===== config.mk =====
export PLATFORM = sky130hd
export DESIGN_NAME = pair_seq_tx_flat
export DESIGN_NICKNAME = d
export VERILOG_FILES = /design/src/rtl/pair_seq_tx_if.sv /design/src/rtl/pair_seq_tx.sv /design/src/flat_wrapper.sv
export SDC_FILE = /design/constraint.sdc
export NUM_CORES = 1
export LEC_CHECK = 0
export CAP_MARGIN = 20
export CORE_ASPECT_RATIO = 1.25
export CORE_MARGIN = 5
export CORE_UTILIZATION = 40
export DETAILED_ROUTE_END_ITERATION = 6
export HOLD_SLACK_MARGIN = 0.1
export SETUP_SLACK_MARGIN = 0.02
export SYNTH_ARGS = -nofsm -noshare
export SYNTH_HDL_FRONTEND = slang
export SYNTH_SLANG_ARGS = --single-unit

===== constraint.sdc =====
create_clock -name clk -period 1.9 [get_ports clk]
set_input_delay 0.38 -clock clk [delete_from_list [all_inputs] [get_ports clk]]
set_output_delay 0.38 -clock clk [all_outputs]
set_load 0.01 [all_outputs]

===== src/rtl/pair_seq_tx_if.sv =====
`default_nettype none
// ============================================================================
// Module      : pair_seq_tx_if
// Description : Handshake and serial-stream bundle for pair_seq_tx. The
//               master side requests frames and consumes the bit stream;
//               the slave side is the transmitter itself.
// Revision    : 1.0 - initial release
// ============================================================================
interface pair_seq_tx_if #(
    parameter int WIDTH = 16,
    parameter int CNT_W = 5
);
    logic             load;
    logic [WIDTH-1:0] data;
    logic             ready;
    logic             bit_out;
    logic             bit_valid;
    logic             last;
    logic             exp_det;
    logic [CNT_W-1:0] match_cnt;
    logic             done;

    modport master (
        output load, data,
        input  ready, bit_out, bit_valid, last, exp_det, match_cnt, done
    );

    modport slave (
        input  load, data,
        output ready, bit_out, bit_valid, last, exp_det, match_cnt, done
    );
endinterface
`default_nettype wire


===== src/rtl/pair_seq_tx.sv =====
`default_nettype none
// ============================================================================
// Module      : pair_seq_tx
// Description : Loads a WIDTH-bit word on a ready/load handshake and shifts
//               it out LSB-first. A shadow pair-detection FSM runs on the
//               outgoing bits so every bit carries the detector output
//               expected for it, and a per-frame match count is kept.
// Revision    : 1.0 - initial release
// ============================================================================
module pair_seq_tx #(
    parameter int WIDTH = 16,
    parameter int CNT_W = 5
) (
    input  wire logic   clk,
    input  wire logic   rst,
    pair_seq_tx_if.slave bus
);
    localparam int              c_IDX_W = (WIDTH > 1) ? $clog2(WIDTH) : 1;
    localparam logic [c_IDX_W-1:0] c_IDX_LAST = c_IDX_W'(WIDTH - 1);

    typedef enum logic [1:0] {
        ST_IDLE  = 2'd0,
        ST_SHIFT = 2'd1,
        ST_DONE  = 2'd2
    } state_t;

    // T0: nothing pending, T1: a 1 is pending, T2: a 0 is pending
    typedef enum logic [1:0] {
        TRK_T0 = 2'd0,
        TRK_T1 = 2'd1,
        TRK_T2 = 2'd2
    } trk_t;

    state_t             r_state;
    trk_t               r_trk;
    logic [WIDTH-1:0]   r_shreg;
    logic [c_IDX_W-1:0] r_idx;
    logic [CNT_W-1:0]   r_match_cnt;

    logic w_valid;
    logic w_bit;
    logic w_exp_det;
    trk_t w_trk_nxt;

    assign w_valid   = (r_state == ST_SHIFT);
    assign w_bit     = w_valid & r_shreg[0];
    assign w_exp_det = w_valid & (((r_trk == TRK_T1) &  w_bit) |
                                  ((r_trk == TRK_T2) & ~w_bit));

    // Tracker next state; a detection sends it back to T0 so pairs never overlap
    always_comb begin
        w_trk_nxt = TRK_T0;
        case (r_trk)
            TRK_T0:  w_trk_nxt = w_bit ? TRK_T1 : TRK_T2;
            TRK_T1:  w_trk_nxt = w_bit ? TRK_T0 : TRK_T2;
            TRK_T2:  w_trk_nxt = w_bit ? TRK_T1 : TRK_T0;
            default: w_trk_nxt = TRK_T0;
        endcase
    end

    // Frame controller: accept in IDLE, shift WIDTH bits, one DONE cycle
    always_ff @(posedge clk or posedge rst) begin
        if (rst) begin
            r_state     <= ST_IDLE;
            r_trk       <= TRK_T0;
            r_shreg     <= '0;
            r_idx       <= '0;
            r_match_cnt <= '0;
        end else begin
            case (r_state)
                ST_IDLE: begin
                    if (bus.load) begin
                        r_shreg     <= bus.data;
                        r_idx       <= '0;
                        r_match_cnt <= '0;
                        r_trk       <= TRK_T0;
                        r_state     <= ST_SHIFT;
                    end
                end
                ST_SHIFT: begin
                    r_shreg     <= r_shreg >> 1;
                    r_idx       <= r_idx + c_IDX_W'(1);
                    r_trk       <= w_trk_nxt;
                    r_match_cnt <= r_match_cnt + {{(CNT_W-1){1'b0}}, w_exp_det};
                    if (r_idx == c_IDX_LAST) begin
                        r_state <= ST_DONE;
                    end
                end
                ST_DONE: begin
                    r_state <= ST_IDLE;
                end
                default: begin
                    r_state <= ST_IDLE;
                end
            endcase
        end
    end

    assign bus.ready     = (r_state == ST_IDLE);
    assign bus.bit_out   = w_bit;
    assign bus.bit_valid = w_valid;
    assign bus.last      = w_valid & (r_idx == c_IDX_LAST);
    assign bus.exp_det   = w_exp_det;
    assign bus.match_cnt = r_match_cnt;
    assign bus.done      = (r_state == ST_DONE);

endmodule
`default_nettype wire


===== src/flat_wrapper.sv =====
// flat-port wrapper written by rule: the top's interface ports become plain ports
module pair_seq_tx_flat 
#(
    parameter int WIDTH = 16,
    parameter int CNT_W = 5
)
  (clk, rst, bus_load, bus_data, bus_ready, bus_bit_out, bus_bit_valid, bus_last, bus_exp_det, bus_match_cnt, bus_done);
  pair_seq_tx_if #(.WIDTH(WIDTH), .CNT_W(CNT_W)) bus_i ();
  input  wire logic clk;
  input  wire logic rst;
  input wire logic [$bits(bus_i.load)-1:0] bus_load;
  input wire logic [$bits(bus_i.data)-1:0] bus_data;
  output wire logic [$bits(bus_i.ready)-1:0] bus_ready;
  output wire logic [$bits(bus_i.bit_out)-1:0] bus_bit_out;
  output wire logic [$bits(bus_i.bit_valid)-1:0] bus_bit_valid;
  output wire logic [$bits(bus_i.last)-1:0] bus_last;
  output wire logic [$bits(bus_i.exp_det)-1:0] bus_exp_det;
  output wire logic [$bits(bus_i.match_cnt)-1:0] bus_match_cnt;
  output wire logic [$bits(bus_i.done)-1:0] bus_done;
  assign bus_i.load = bus_load;
  assign bus_i.data = bus_data;
  assign bus_ready = bus_i.ready;
  assign bus_bit_out = bus_i.bit_out;
  assign bus_bit_valid = bus_i.bit_valid;
  assign bus_last = bus_i.last;
  assign bus_exp_det = bus_i.exp_det;
  assign bus_match_cnt = bus_i.match_cnt;
  assign bus_done = bus_i.done;
  pair_seq_tx #(.WIDTH(WIDTH), .CNT_W(CNT_W)) u_core (.clk(clk), .rst(rst), .bus(bus_i));
endmodule

==> Word-level counts from Yosys, hierarchy flattened <==
Index checks and enable logic that the tools add are counted.
Widths: inputs -> output; s select.
{ "word_totals": {"ff_bits": 29, "output_inout_bits": 11} }
{ "op_classes": {"mux": 15, "bitwise": 7, "n_eq_ne": 7, "n_addsub": 2, "reduce_logical": 5} }
{ "ops": {"columns": ["op", "n"], "rows": [
  ["$pmux 16 s2", 1],
  ["$mux 16", 1],
  ["$mux 2", 5],
  ["$pmux 5 s2", 1],
  ["$pmux 2 s2", 2],
  ["$pmux 4 s2", 1],
  ["$pmux 2 s3", 1],
  ["$add 5x1->5", 1],
  ["$and 1x1->1", 5],
  ["$mux 5", 1],
  ["$add 4x1->4 const B", 1],
  ["$eq 2x1->1 const B", 2],
  ["$eq 2x2->1 const B", 2],
  ["$eq 4x4->1 const B", 1],
  ["$logic_not 2->1", 2],
  ["$mux 4", 1],
  ["$ne 2x2->1 const B", 2],
  ["$reduce_and 2->1", 2],
  ["$reduce_bool 2->1", 1],
  ["$mux 1", 1],
  ["$not 1->1", 1],
  ["$or 1x1->1", 1]
]} }

==> Logic depth before layout (Yosys ltp) <==
{ "depth": {"word_depth": 8, "depth_mapped": 8, "depth_no_buf": 8} }

==> Worst setup path before layout <==
OpenSTA, ideal clock, no wires.
{ "synth_path": {"path_kind": "register to register", "start": "register u_core.r_state[1]", "end": "register u_core.r_match_cnt[4], in the netlist u_core.bus.match_cnt[4]", "path_buffers": 0, "setup_ps": 127, "stages_incl_launch_ff": 7, "path_slack_ps": 333, "arrival_time_ps": 1440, "period_less_slack_ps": 1567, "required_time_ps": 1773, "cell_sequence": "dfrtp_1 nand2b_4 a21oi_1 ha_1 ha_1 nand4_1 mux2i_1"} }
{ "synth_via": {"elab_chain_len": 8, "elab_cells_between_ends": 13} }
{ "synth_lines": {"columns": ["item", "line_no", "text"], "rows": [
  ["start, declared", "pair_seq_tx.sv:34", "state_t r_state;"],
  ["start signal, assigned", "pair_seq_tx.sv:64", "r_state <= ST_IDLE;"],
  ["start signal, assigned", "pair_seq_tx.sv:77", "r_state <= ST_SHIFT;"],
  ["start signal, assigned", "pair_seq_tx.sv:86", "r_state <= ST_DONE;"],
  ["$eq 2x1->1 (*)", "pair_seq_tx.sv:45", "assign w_valid = (r_state == ST_SHIFT);"],
  ["$and 1x1->1", "pair_seq_tx.sv:46", "assign w_bit = w_valid & r_shreg[0];"],
  ["$not 1->1", "pair_seq_tx.sv:48", "((r_trk == TRK_T2) & ~w_bit));"],
  ["$and 1x1->1", "pair_seq_tx.sv:48", null],
  ["$or 1x1->1", "pair_seq_tx.sv:47", "assign w_exp_det = w_valid & (((r_trk == TRK_T1) & w_bit) |"],
  ["$and 1x1->1 (*)", "pair_seq_tx.sv:47", null],
  ["net bus_exp_det", "flat_wrapper.sv:17", "output wire logic [$bits(bus_i.exp_det)-1:0] bus_exp_det;"],
  ["$add 5x1->5 (*)", "pair_seq_tx.sv:84", "r_match_cnt <= r_match_cnt + {{(CNT_W-1){1'b0}}, w_exp_det};"],
  ["$pmux 5 s2 (*)", "pair_seq_tx.sv:70", "case (r_state)"],
  ["end signal, assigned", "pair_seq_tx.sv:84", null],
  ["end, declared", "pair_seq_tx.sv:38", "logic [CNT_W-1:0] r_match_cnt;"]
]} }
Mark *: on every way through the listed nets, which the timed path passes. The rest lies on a longest branch.
A chain may end at the register's enable or synchronous reset.

==> Worst setup path after layout <==
{ "layout_path": {"start": "register u_core.r_idx[0]", "end": "output port bus_last"} }
{ "layout_via": {"elab_chain_len": 2} }
{ "layout_lines": {"columns": ["item", "line_no", "text"], "rows": [
  ["start, declared", "pair_seq_tx.sv:37", "logic [c_IDX_W-1:0] r_idx;"],
  ["start signal, assigned", "pair_seq_tx.sv:82", "r_idx <= r_idx + c_IDX_W'(1);"],
  ["$eq 4x4->1", "pair_seq_tx.sv:102", "assign bus.last = w_valid & (r_idx == c_IDX_LAST);"],
  ["$and 1x1->1", "pair_seq_tx.sv:102", null],
  ["end, declared", "flat_wrapper.sv:16", "output wire logic [$bits(bus_i.last)-1:0] bus_last;"]
]} }
Every way passes these cells.

==> impl_metrics.tcl <==
set metrics [dict create \
    outcome "finished clean" \
    mostFrequentLayoutCells "dfrtp_1 (29), clkdlybuf4s50_1 (23), a21oi_1 (17), a22oi_1 (15), nor2b_1 (13)" \
    cts_tree "built" \
    root_buffer "clkbuf_8" \
    die_w_um 64.7 \
    htree_levels 2 \
    die_area_um2 5070 \
    ctsResizeCount 6 \
    dr_wl_met2_um 1660 \
    yosysWarningCount 0 \
    crit_fanout 4 \
    wl_um 3490 \
    slew_viol_final 0 \
    drtIter0Drc 48 \
    rrSetupSlack_ns 0.33 \
    hold_viol 0 \
    maxCapViolCount 0 \
    antennaDiodeCount 0 \
    dr_total_vias 1231 \
    start_util_pct 42.2 \
    max_slew_margin_pct 72.2 \
    layout.nets 206 \
    slowest_delay_ns 0.39 \
    holdCritPathClass "primary input to async pin" \
    postCtsSetupRepairBufs 0 \
    reg2reg_to "u_core.bus.match_cnt[2]" \
    core_area_um2 3540 \
    crit_chain "ha_2, nand3_1, nor2_1, dlygate4sd2_1" \
    min_period_ns 1.74 \
    grt.overflow.total 0 \
    antenna_found_initial 0 \
    routedWlPerCell_um 15.6 \
    synth_fp_nets 168 \
    netlist_area_um2 1500 \
    ys_seq_area_share_pct 48.5 \
    worst_path_max_delay_cell "dfrtp_1" \
    gp_congestion 0.804 \
    rows 24 \
    tightest_slew_ns 0.416 \
    routed.top_layer "met4" \
    ir_worst_vdd_uv 560 \
    setup-tns-final_ns 0 \
    cts_buffer_depth 2 \
    drcViolationCount 0 \
    regToRegStartpoint "u_core.r_shreg[0]" \
    start_kind "flop" \
    first_pass_iters 4 \
    reg2regPathDepth 8 \
    leakagePower_nw 0.893 \
    synthCells 146 \
    clk_latency_ns 0.28 \
    fin_util_pct 55.3 \
    finClkSkew_ns 0.00334 \
    dp_hpwl_um 2530 \
    setup_viol 0 \
    io_buffer_count 29 \
    worstSetupEndpointType "primary output" \
    grt_util_all_layers_pct 15.4 \
    drive_gt1_share_pct 13.5 \
    multi_input_area_um2 698 \
    seqCellArea_um2 726 \
    cts_made_buffers 5 \
    cts_hold_buf 0 \
    die_h_um 78.4 \
    grt_max_degree 22 \
    fmax_mhz 576 \
    met1_length_um 1620 \
    path_clk_slew_ns 0.06 \
    vias_per_cell 5.50 \
    crit_arrival_ns 1.36 \
    clock-sinks 29 \
    ios 30 \
    period_share_pct 91.4 \
    fillerInstances 323 \
    crit_required_ns 1.52 \
    critPathKind "flop to primary output" \
    wl_met3_um 167 \
    rsz0062_at_grt "no" \
    final_common_cell "dfrtp_1" \
    grt_pass1_vias 1274 \
    synth.avg_cell_area_um2 10.2 \
    grt_pass1_wl_um 6080 \
    antenna_left 0 \
    areaGrowthSynthToFinish_pct 30.9 \
    synth_cell_types 29 \
    ys_seq_elements 29 \
    power_density_nw_per_um2 1470 \
]
==> layout make-up <==
type | instances | area share [%]
clock buffer | 7 | 4.92
inverter | 2 | 0.383
clock inverter | 1 | 0.256
tap | 39 | 2.49
timing repair buffer | 41 | 19.2
multi-input combinational | 105 | 35.7
sequential | 29 | 37.1
==> worst max-delay path: cells and delay by family, from the launching register on <==
kind | cells | cell delay, ns
flip-flops | 1 | 0.39
AND/OR/NAND/NOR | 2 | 0.19
buffers and inverters | 1 | 0.27
adder cells (fa/ha/maj) | 1 | 0.22
==> state kept, by name (all words and copies together), names as in the netlist <==
signal,count
u_core.r_shreg,16
u_core.r_trk,2
u_core.r_idx,4
u_core.r_state,2
u_core.bus.match_cnt,5
==> through the flow <==
stage	power [W]	area [um2]	std cells	setup slack, ns	hold slack [ns]
after floorplan	0.00190	1500	146	0.333	0.458
after global placement	0.00233	1860	216	0.183	0.455
after detailed placement	0.00237	1860	216	0.120	0.479
after CTS	0.00293	1960	224	0.0355	0.397
after global routing	0.00313	1960	224	0.0201	0.423
final	0.00289	1960	224	0.164	0.385
==> worst max-delay path by stage <==
stage,from,to,depth (start not counted)
after floorplan,u_core.r_state[1],u_core.bus.match_cnt[4],6
after global placement,u_core.r_idx[0],bus_last,4
after detailed placement,bus_load,u_core.r_shreg[11],5
after CTS,u_core.r_state[1],bus_bit_valid,3
after global routing,u_core.r_idx[0],bus_last,4
final,u_core.r_idx[0],bus_last,4
==> metal layers <==
layer,vias to the layer above,track usage [%]
met5,-,0
met4,0,5.71
met3,6,5.00
met2,38,25.0
met1,581,19.0
li1,606,-
==> Yosys cell counts <==
cell type	number	area (um2)
a21oi_1	17	85.1
a22o_1	5	43.8
a22oi_1	15	113
a41oi_1	1	8.76
and2_1	1	6.26
and2b_1	5	37.5
buf_2	3	15.0
buf_4	3	22.5
buf_6	2	22.5
clkbuf_1	2	7.51
dfrtp_1	29	726
ha_1	3	37.5
inv_1	1	3.75
inv_2	1	3.75
mux2_2	1	11.3
mux2i_1	5	50.1
nand2_1	4	15.0
nand2b_1	2	12.5
nand2b_4	1	13.8
nand3_1	1	5.00
nand3b_1	1	7.51
nand4_1	3	18.8
nor2_1	4	15.0
nor2b_1	13	81.3
o21ai_0	10	50.1
o21ai_1	10	50.1
o21bai_4	1	18.8
o31ai_1	1	7.51
or2b_1	1	7.51
==> cells by family after synthesis <==
logic type	count (synthesis)	share of synthesized area, %
adder cells (fa/ha/maj)	3	2.51
AND/OR/NAND/NOR	36	14.7
buffers and inverters	12	5.02
multiplexers	6	4.10
flip-flops	29	48.5
AO/OA/AOI/OAI	60	25.2
==> where the power goes <==
group / internal (W) / switching [W]
clock network: 0.000327 / 0.000236
registers: 0.000887 / 0.000231
logic: 0.000632 / 0.000575
(Power assumes the default switching activity.)
